==> src/rtl/seq_calculator.sv <==
// Clocked four-function calculator: add/sub and min/max in one step, and
// shift-add multiply and restoring divide in WIDTH steps. It uses a start/busy/done handshake.
module seq_calculator #(
  parameter int WIDTH = 8
) (
  input  logic             clk,
  input  logic             rst_n,
  input  logic             start,
  input  logic [1:0]       op,
  input  logic [WIDTH-1:0] a,
  input  logic [WIDTH-1:0] b,
  output logic             busy,
  output logic             done,
  output logic [WIDTH-1:0] res_hi,
  output logic [WIDTH-1:0] res_lo,
  output logic             div_zero
);

  localparam int CNT_W = $clog2(WIDTH) + 1;

  typedef enum logic {IDLE = 1'b0, CALC = 1'b1} state_t;

  state_t               state_r;
  logic [CNT_W-1:0]     cnt_r;
  logic [1:0]           op_r;
  logic [WIDTH-1:0]     a_r;
  logic [WIDTH-1:0]     b_r;
  logic [WIDTH-1:0]     rem_r;
  logic [2*WIDTH-1:0]   acc_r;
  logic                 busy_r;
  logic                 done_r;
  logic                 div_zero_r;
  logic [WIDTH-1:0]     res_hi_r;
  logic [WIDTH-1:0]     res_lo_r;

  logic [2*WIDTH-1:0]   acc_init_s;
  logic [2*WIDTH-1:0]   acc_nxt_s;
  logic [WIDTH-1:0]     rem_nxt_s;
  logic [WIDTH-1:0]     hi_nxt_s;
  logic [WIDTH-1:0]     lo_nxt_s;
  logic [WIDTH:0]       sum_s;
  logic [WIDTH:0]       shl_s;
  logic [WIDTH:0]       diff_s;
  logic                 q_bit_s;

  // Working-register preload for the accepted operation
  always_comb begin
    acc_init_s = '0;
    case (op)
      2'd0: acc_init_s = {a + b, a - b};
      2'd1: begin
        if (a > b) begin
          acc_init_s = {b, a};
        end else begin
          acc_init_s = {a, b};
        end
      end
      2'd2:    acc_init_s = {{WIDTH{1'b0}}, b};
      2'd3:    acc_init_s = {{WIDTH{1'b0}}, a};
      default: acc_init_s = '0;
    endcase
  end

  // One iteration step; add/sub and min/max pass straight through
  always_comb begin
    acc_nxt_s = acc_r;
    rem_nxt_s = rem_r;
    sum_s     = {1'b0, acc_r[2*WIDTH-1:WIDTH]} + (acc_r[0] ? {1'b0, a_r} : {(WIDTH+1){1'b0}});
    shl_s     = {rem_r, acc_r[WIDTH-1]};
    diff_s    = shl_s - {1'b0, b_r};
    // Partial remainder never exceeds 2*b-1, so a borrow in the top bit means shl < b
    q_bit_s   = ~diff_s[WIDTH];
    case (op_r)
      2'd2: acc_nxt_s = {sum_s, acc_r[WIDTH-1:1]};
      2'd3: begin
        acc_nxt_s = {acc_r[2*WIDTH-1:WIDTH], acc_r[WIDTH-2:0], q_bit_s};
        if (q_bit_s) begin
          rem_nxt_s = diff_s[WIDTH-1:0];
        end else begin
          rem_nxt_s = shl_s[WIDTH-1:0];
        end
      end
      default: begin
        acc_nxt_s = acc_r;
        rem_nxt_s = rem_r;
      end
    endcase
    if (op_r == 2'd3) begin
      hi_nxt_s = acc_nxt_s[WIDTH-1:0];
      lo_nxt_s = rem_nxt_s;
    end else begin
      hi_nxt_s = acc_nxt_s[2*WIDTH-1:WIDTH];
      lo_nxt_s = acc_nxt_s[WIDTH-1:0];
    end
  end

  // Control FSM, working registers and registered results
  always_ff @(posedge clk or negedge rst_n) begin
    if (!rst_n) begin
      state_r    <= IDLE;
      cnt_r      <= '0;
      op_r       <= 2'd0;
      a_r        <= '0;
      b_r        <= '0;
      rem_r      <= '0;
      acc_r      <= '0;
      busy_r     <= 1'b0;
      done_r     <= 1'b0;
      div_zero_r <= 1'b0;
      res_hi_r   <= '0;
      res_lo_r   <= '0;
    end else begin
      case (state_r)
        IDLE: begin
          done_r <= 1'b0;
          if (start) begin
            op_r    <= op;
            a_r     <= a;
            b_r     <= b;
            acc_r   <= acc_init_s;
            rem_r   <= '0;
            cnt_r   <= op[1] ? CNT_W'(WIDTH - 1) : '0;
            busy_r  <= 1'b1;
            state_r <= CALC;
          end else begin
            state_r <= IDLE;
          end
        end
        CALC: begin
          acc_r <= acc_nxt_s;
          rem_r <= rem_nxt_s;
          if (cnt_r == '0) begin
            res_hi_r   <= hi_nxt_s;
            res_lo_r   <= lo_nxt_s;
            div_zero_r <= (op_r == 2'd3) && (b_r == '0);
            done_r     <= 1'b1;
            busy_r     <= 1'b0;
            state_r    <= IDLE;
          end else begin
            cnt_r <= cnt_r - CNT_W'(1);
          end
        end
        default: begin
          state_r <= IDLE;
          busy_r  <= 1'b0;
          done_r  <= 1'b0;
        end
      endcase
    end
  end

  assign busy     = busy_r;
  assign done     = done_r;
  assign res_hi   = res_hi_r;
  assign res_lo   = res_lo_r;
  assign div_zero = div_zero_r;

endmodule

==> config.mk <==
export PLATFORM = sky130hd
export DESIGN_NAME = seq_calculator
export DESIGN_NICKNAME = d
export VERILOG_FILES = /design/src/rtl/seq_calculator.sv
export SDC_FILE = /design/constraint.sdc
export NUM_CORES = 1
export LEC_CHECK = 0
export ABC_AREA = 1
export ABC_CLOCK_PERIOD_IN_PS = 2200
export CAP_MARGIN = 15
export CORE_MARGIN = 4
export CORE_UTILIZATION = 39
export CTS_BUF_LIST = sky130_fd_sc_hd__clkbuf_16
export DETAILED_ROUTE_END_ITERATION = 8
export HOLD_SLACK_MARGIN = 0.05
export SYNTH_ARGS = -nofsm -noshare
export SYNTH_HDL_FRONTEND = slang
export SYNTH_SLANG_ARGS = --single-unit
==> constraint.sdc <==
create_clock -name clk -period 2.2 [get_ports clk]
set_input_delay 0.33 -clock clk [delete_from_list [all_inputs] [get_ports clk]]
set_output_delay 0.33 -clock clk [all_outputs]
set_load 0.005 [all_outputs]
Yosys cells after proc, flatten, opt, wreduce, memory -nomap -nowiden
Index checks and enable logic that the tools add are counted.
{ "totals": {"regBits": 66} }
{ "classes": {"n_addsub": 5, "magnitude_cmp": 1, "n_eq_ne": 8, "n_mux": 24, "bitwise": 2, "reduce_logical": 8} }
{ "op_table": {"columns": ["cell", "n"], "rows": [
  ["$pmux 16 s2", 2],
  ["$pmux 16 s4", 1],
  ["$mux 8", 6],
  ["$mux 16", 2],
  ["$pmux 8 s2", 1],
  ["$add 8x8->9", 1],
  ["$sub 9x8->9", 1],
  ["$add 8x8->8", 1],
  ["$eq 2x2->1 const B", 4],
  ["$gt 8x8->1", 1],
  ["$logic_not 8->1", 1],
  ["$mux 4", 2],
  ["$pmux 4 s2", 1],
  ["$reduce_and 2->1", 4],
  ["$sub 8x8->8", 1],
  ["$pmux 1 s2", 3],
  ["$mux 1", 5],
  ["$logic_not 4->1", 1],
  ["$ne 2x2->1 const B", 2],
  ["$sub 4x1->4 const B", 1],
  ["$mux 3", 1],
  ["$eq 2x1->1 const B", 1],
  ["$logic_not 2->1", 1],
  ["$ne 2x1->1 const B", 1],
  ["2 further kinds", 3]
]} }

Longest topological paths before layout
Gate-level depths: netlist (run 1).
{ "logic_depth": {"word_depth": 5, "mapped_depth": 16} }

Worst setup path after synthesis (run 1)
No wires, ideal clock.
{ "synth_timing": {"path_kind": "register to register", "from": "reg acc_r[7]", "to": "reg rem_r[4]", "setup_time_ps": 117, "t_arrival_ps": 1920, "setup_slack_ps": 164, "stages_incl_launch_ff": 16, "path_buffers": 1, "synth_period_minus_slack_ps": 2036, "path_cell_list": "dfrtp_1 -> inv_1 -> ha_1 -> inv_1 -> fa_1 -> nand3_1 -> nand3_2 -> nand2_1 -> nand2_1 -> nand2_1 -> nand2_2 -> buf_6 -> o21ai_0 -> nand2_1 -> nand2_1 -> nand2_1"} }
{ "synth_via": {"elab_chain_cells": 4} }
{ "synth_lines": {"columns": ["element", "line", "source"], "rows": [
  ["start, declared", "29", "logic [2*WIDTH-1:0] acc_r;"],
  ["start signal, assigned", "120", "acc_r <= acc_init_s;"],
  ["start signal, assigned", "130", "acc_r <= acc_nxt_s;"],
  ["$sub 9x8->9", "70", "diff_s = shl_s - {1'b0, b_r};"],
  ["$mux 8", "77", "if (q_bit_s) begin"],
  ["$mux 8", "73", "case (op_r)"],
  ["$pmux 8 s2", "113", "case (state_r)"],
  ["end signal, assigned", "131", "rem_r <= rem_nxt_s;"],
  ["end, declared", "28", "logic [WIDTH-1:0] rem_r;"]
]} }
Every way passes these cells.
A chain may end at the register's enable or synchronous reset.

Worst setup path after layout (run 1)
{ "layout_timing": {"from": "in b[0]", "to": "reg acc_r[9]"} }
{ "layout_via": {"elab_chain_cells": 5, "word_cells_on_any_way": 6} }
{ "layout_lines": {"columns": ["element", "line", "source"], "rows": [
  ["start, declared", "11", "input logic [WIDTH-1:0] b,"],
  ["$gt 8x8->1", "52", "if (a > b) begin"],
  ["$mux 16", "52", null],
  ["$pmux 16 s4 *", "49", "case (op)"],
  ["$mux 16 *", "116", "if (start) begin"],
  ["$pmux 16 s2 *", "113", null]
]} }
Every way passes the cells marked *; elsewhere a longest branch is shown, timed or not. The select of a mux whose other input is x is not followed.

==> flow_summary_export.csv, run 1 <==
group,metric,value,unit
yosys,synth_ff_type,"dfrtp_1",
global_routing,grt_pass1_vias,4996,
placement,pre_cts_ws,-0.425,ns
die,io_pins,40,
detailed_routing,highest_layer,"met4",
yosys,yosys.area.top_type,"dfrtp_1",
yosys,yosysSeqAreaShare,32.1,%
timing,skew,0.0115,ns
setup_path,cp-end-kind,"register",
detailed_routing,viasPerCell,5.07,
global_routing,grt_usage,21.3,%
clocking,htreeDepth,3,
yosys,yosysMostFrequentCell,"nand2_1",
power_and_ir_drop,power.leakage,3.55,nW
placement,place_congestion,0.954,
worst_hold_path,hold_class,"register to register",
setup_path,startpoint_type,"input pin",
setup_path,path_class,"input pin to register",
yosys,synthArstFlopShare,100,%
timing,layout_setup_ws,0.103,ns
finish,antenna_cells,0,
placement,placed_area,6160,sq um
yosys,ys_types,38,
global_routing,antenna_found_initial,0,
setup_path,critPathMaxFanout,7,
finish,fin_cells,1046,
yosys,synth_fp_nets,823,
worst_hold_path,min_from,"busy",
detailed_routing,drcViolationCount,0,
die,die_h,123,microns
yosys,synth_common_cells,"255 x nand2_1, 107 x inv_1, 66 x dfrtp_1",
global_routing,grt_max_degree,40,
detailed_routing,wl_met3,828,microns
clocking,clkTransAtPathRegs,0.06,ns
timing,finalHoldViolCount,0,
setup_path,r2r_slack,0.12,ns
power_and_ir_drop,pwr-share-comb,57.3,%
clocking,insertion_delay,0.33,ns
power_and_ir_drop,clkPwrFrac,17.0,%
yosys,yosys-top-cells-area,"dfrtp_1 32%, nand2_1 19%, inv_1 7.8%, ha_1 7.8%, nand3_1 6.1%",
timing,period_minus_slack,2.10,ns
timing,timing.final.crit_share,95.3,%
detailed_routing,met1_length,7320,microns
timing,max_clock_freq,0.477,GHz
timing,finalSetupViolCount,0,
die,dieArea,15100,sq um
detailed_routing,vias,5301,
power_and_ir_drop,power_density,1250,nW/um^2
clocking,cts_buffer_depth,2,
yosys,avgSynthCellArea,6.71,sq um
yosys,synth_top_area_share,32.1,%
yosys,synth_area,5140,sq um
yosys,synth_edf_count,0,
placement,io_buffers,39,
finish,fin_area,6620,sq um
clocking,root_buffer,"clkbuf_16",
power_and_ir_drop,internal_power,0.00459,W
clocking,cts_made_buffers,9,
setup_path,crit_arrival,2.31,ns
placement,hpwl,12300,microns
timing,worst_slew_pin_slew,0.692,ns
detailed_routing,wl_met2,7030,microns
die,dieWidth,123,microns
clocking,cts_tree,"yes",
setup_path,critPathLaunch,"b[0]",
global_routing,grt-ovfl-total,0,
timing,report.final.slew_viol_count,0,
finish,drive_gt1_share,16.0,%
global_routing,grt_pass1_wl,25300,microns
power_and_ir_drop,power.switching,0.00371,W
die,coreArea,12800,sq um
die,initial_core_util,40.3,%
yosys,synthCells,766,
detailed_routing,drt_wl_total,15500,microns
detailed_routing,wl_per_cell,14.8,microns
clocking,cts.sinks,66,
detailed_routing,final_antenna_net_count,0,
setup_path,crit_required,2.42,ns
power_and_ir_drop,switching_share,44.7,%
finish,nets,926,
yosys,yosysWarnings,0,
power_and_ir_drop,peakVddDrop,465,uV
setup_path,timing.rr.start,"rem_r[5]",
placement,dp.cells,1023,
power_and_ir_drop,seq_power_share,25.7,%
outcome,status,"complete, no violations",
detailed_routing,drtIter0Drc,290,
die,core.rowCount,41,
job,max_cap_violations,0,
detailed_routing,dr.pass1.iters,7,
finish,syn_to_final_growth,28.8,%
yosys,synth-seq-cells,66,
timing,slew_headroom,53.8,%
[state kept, by name, indices dropped and copies added, names as in the netlist, 2 cells and up]
register and count:
op_r 2, res_lo 8, res_hi 8, cnt_r 4, acc_r 16, rem_r 8, b_r 8, a_r 8
[metal layers]
| layer | global-route usage, % | vias up |
|---|---|---|
| li1 | - | 2671 |
| met1 | 29.9 | 2421 |
| met2 | 33.9 | 184 |
| met3 | 2.81 | 25 |
| met4 | 6.79 | 0 |
| met5 | 0 | - |
[per-stage QoR]
step                      utilization, %  hold WS [ns]  setup TNS, ns  total power (W)
after global placement              48.2         0.365          -4.55          0.00653
after floorplan                        -        0.0344              0          0.00515
after CTS                           50.8         0.480              0          0.00809
after detailed placement            48.2         0.356          -5.79          0.00661
after global routing                51.8         0.500        -0.0449          0.00908
final                               51.8         0.470              0          0.00830
[timing repair]
action | CTS | global route
pin swaps | 0 | 12
buffers inserted | 0 | 5
resized for setup | 6 | 35
cloned | 0 | 1
hold endpoints to repair | 19 | 0
setup endpoints to repair | 11 | 37
hold buffers | 1 | 0
[power by group through the flow]
stage	clock network, W	registers, W	logic (W)
5_1_grt	0.00150	0.00220	0.00538
6_report	0.00141	0.00213	0.00476
3_5_place_dp	0	0.00213	0.00448
3_3_place_gp	0	0.00212	0.00441
4_1_cts	0.00145	0.00212	0.00452
2_1_floorplan	0	0.00203	0.00312
[logic make-up after synthesis]
group / Yosys count / share of synthesized area [%]
fa+ha+maj: 36 / 9.34
flops: 66 / 32.1
mux: 1 / 0.195
compound gates: 120 / 13.4
xor+xnor: 7 / 1.19
buf+inv: 136 / 10.8
simple gates: 400 / 33.0
[final cells by class]
| class | instances | area, sq um |
|---|---|---|
| Multi-Input combinational cell | 565 | 3050 |
| Sequential cell | 66 | 1650 |
| Fill cell | 1252 | 6150 |
| Clock buffer | 9 | 225 |
| Timing Repair Buffer | 119 | 1010 |
| Clock inverter | 7 | 67.6 |
| Tap cell | 172 | 215 |
| Inverter | 108 | 405 |
[cells in the final DEF, fill, tap and decap left out, types with 3 or more instances in the layout]
cell type and n:
a21oi_1 26, a21oi_2 6, a2bb2oi_1 8, buf_4 77
clkbuf_16 9, clkdlybuf4s50_1 36, dfrtp_1 65, fa_2 3
ha_1 29, ha_2 3, inv_1 104, inv_2 4
nand2_1 250, nand2_2 6, nand2_4 4, nand3_1 60
nand3_2 4, nand3b_1 8, nand4_1 7, nor2_1 44
nor2_2 3, nor3_1 3, o211ai_1 4, o21ai_0 44
o21ai_1 6, o22ai_1 13, or2_2 7, xnor2_1 3
xor2_1 4
[worst max-delay path, cell delays in order]
cell             delay, ns
clkdlybuf4s50_1       0.43
ha_2                  0.21
fa_2                  0.34
nand3b_1              0.17
nand2_2               0.08
nand2_2               0.06
nand2_4               0.11
nand2_8               0.09
buf_4                 0.17
nand3_1               0.06
o211ai_1              0.11
nand2_1               0.09
nand2_1               0.05
[final timing paths]
check                      cells after the start        end
max                                           13   acc_r[9]
max reg2reg                                   10  res_lo[2]
min                                            2       busy
min in group asynchronous                      2  res_hi[1]
min reg2reg                                    2       busy
max in group asynchronous                      3   acc_r[8]
(Power assumes the default switching activity.)
==> run 2, diff against run 1 <==
--- a/config.mk
+++ b/config.mk
@@ -12,7 +12,7 @@
 export CORE_UTILIZATION = 39
 export CTS_BUF_LIST = sky130_fd_sc_hd__clkbuf_16
 export DETAILED_ROUTE_END_ITERATION = 8
-export HOLD_SLACK_MARGIN = 0.05
+export HOLD_SLACK_MARGIN = 0.03
 export SYNTH_ARGS = -nofsm -noshare
 export SYNTH_HDL_FRONTEND = slang
 export SYNTH_SLANG_ARGS = --single-unit
==> results of run 2 <==
The final DEF is identical to that of run 1; final timing and power are the same.
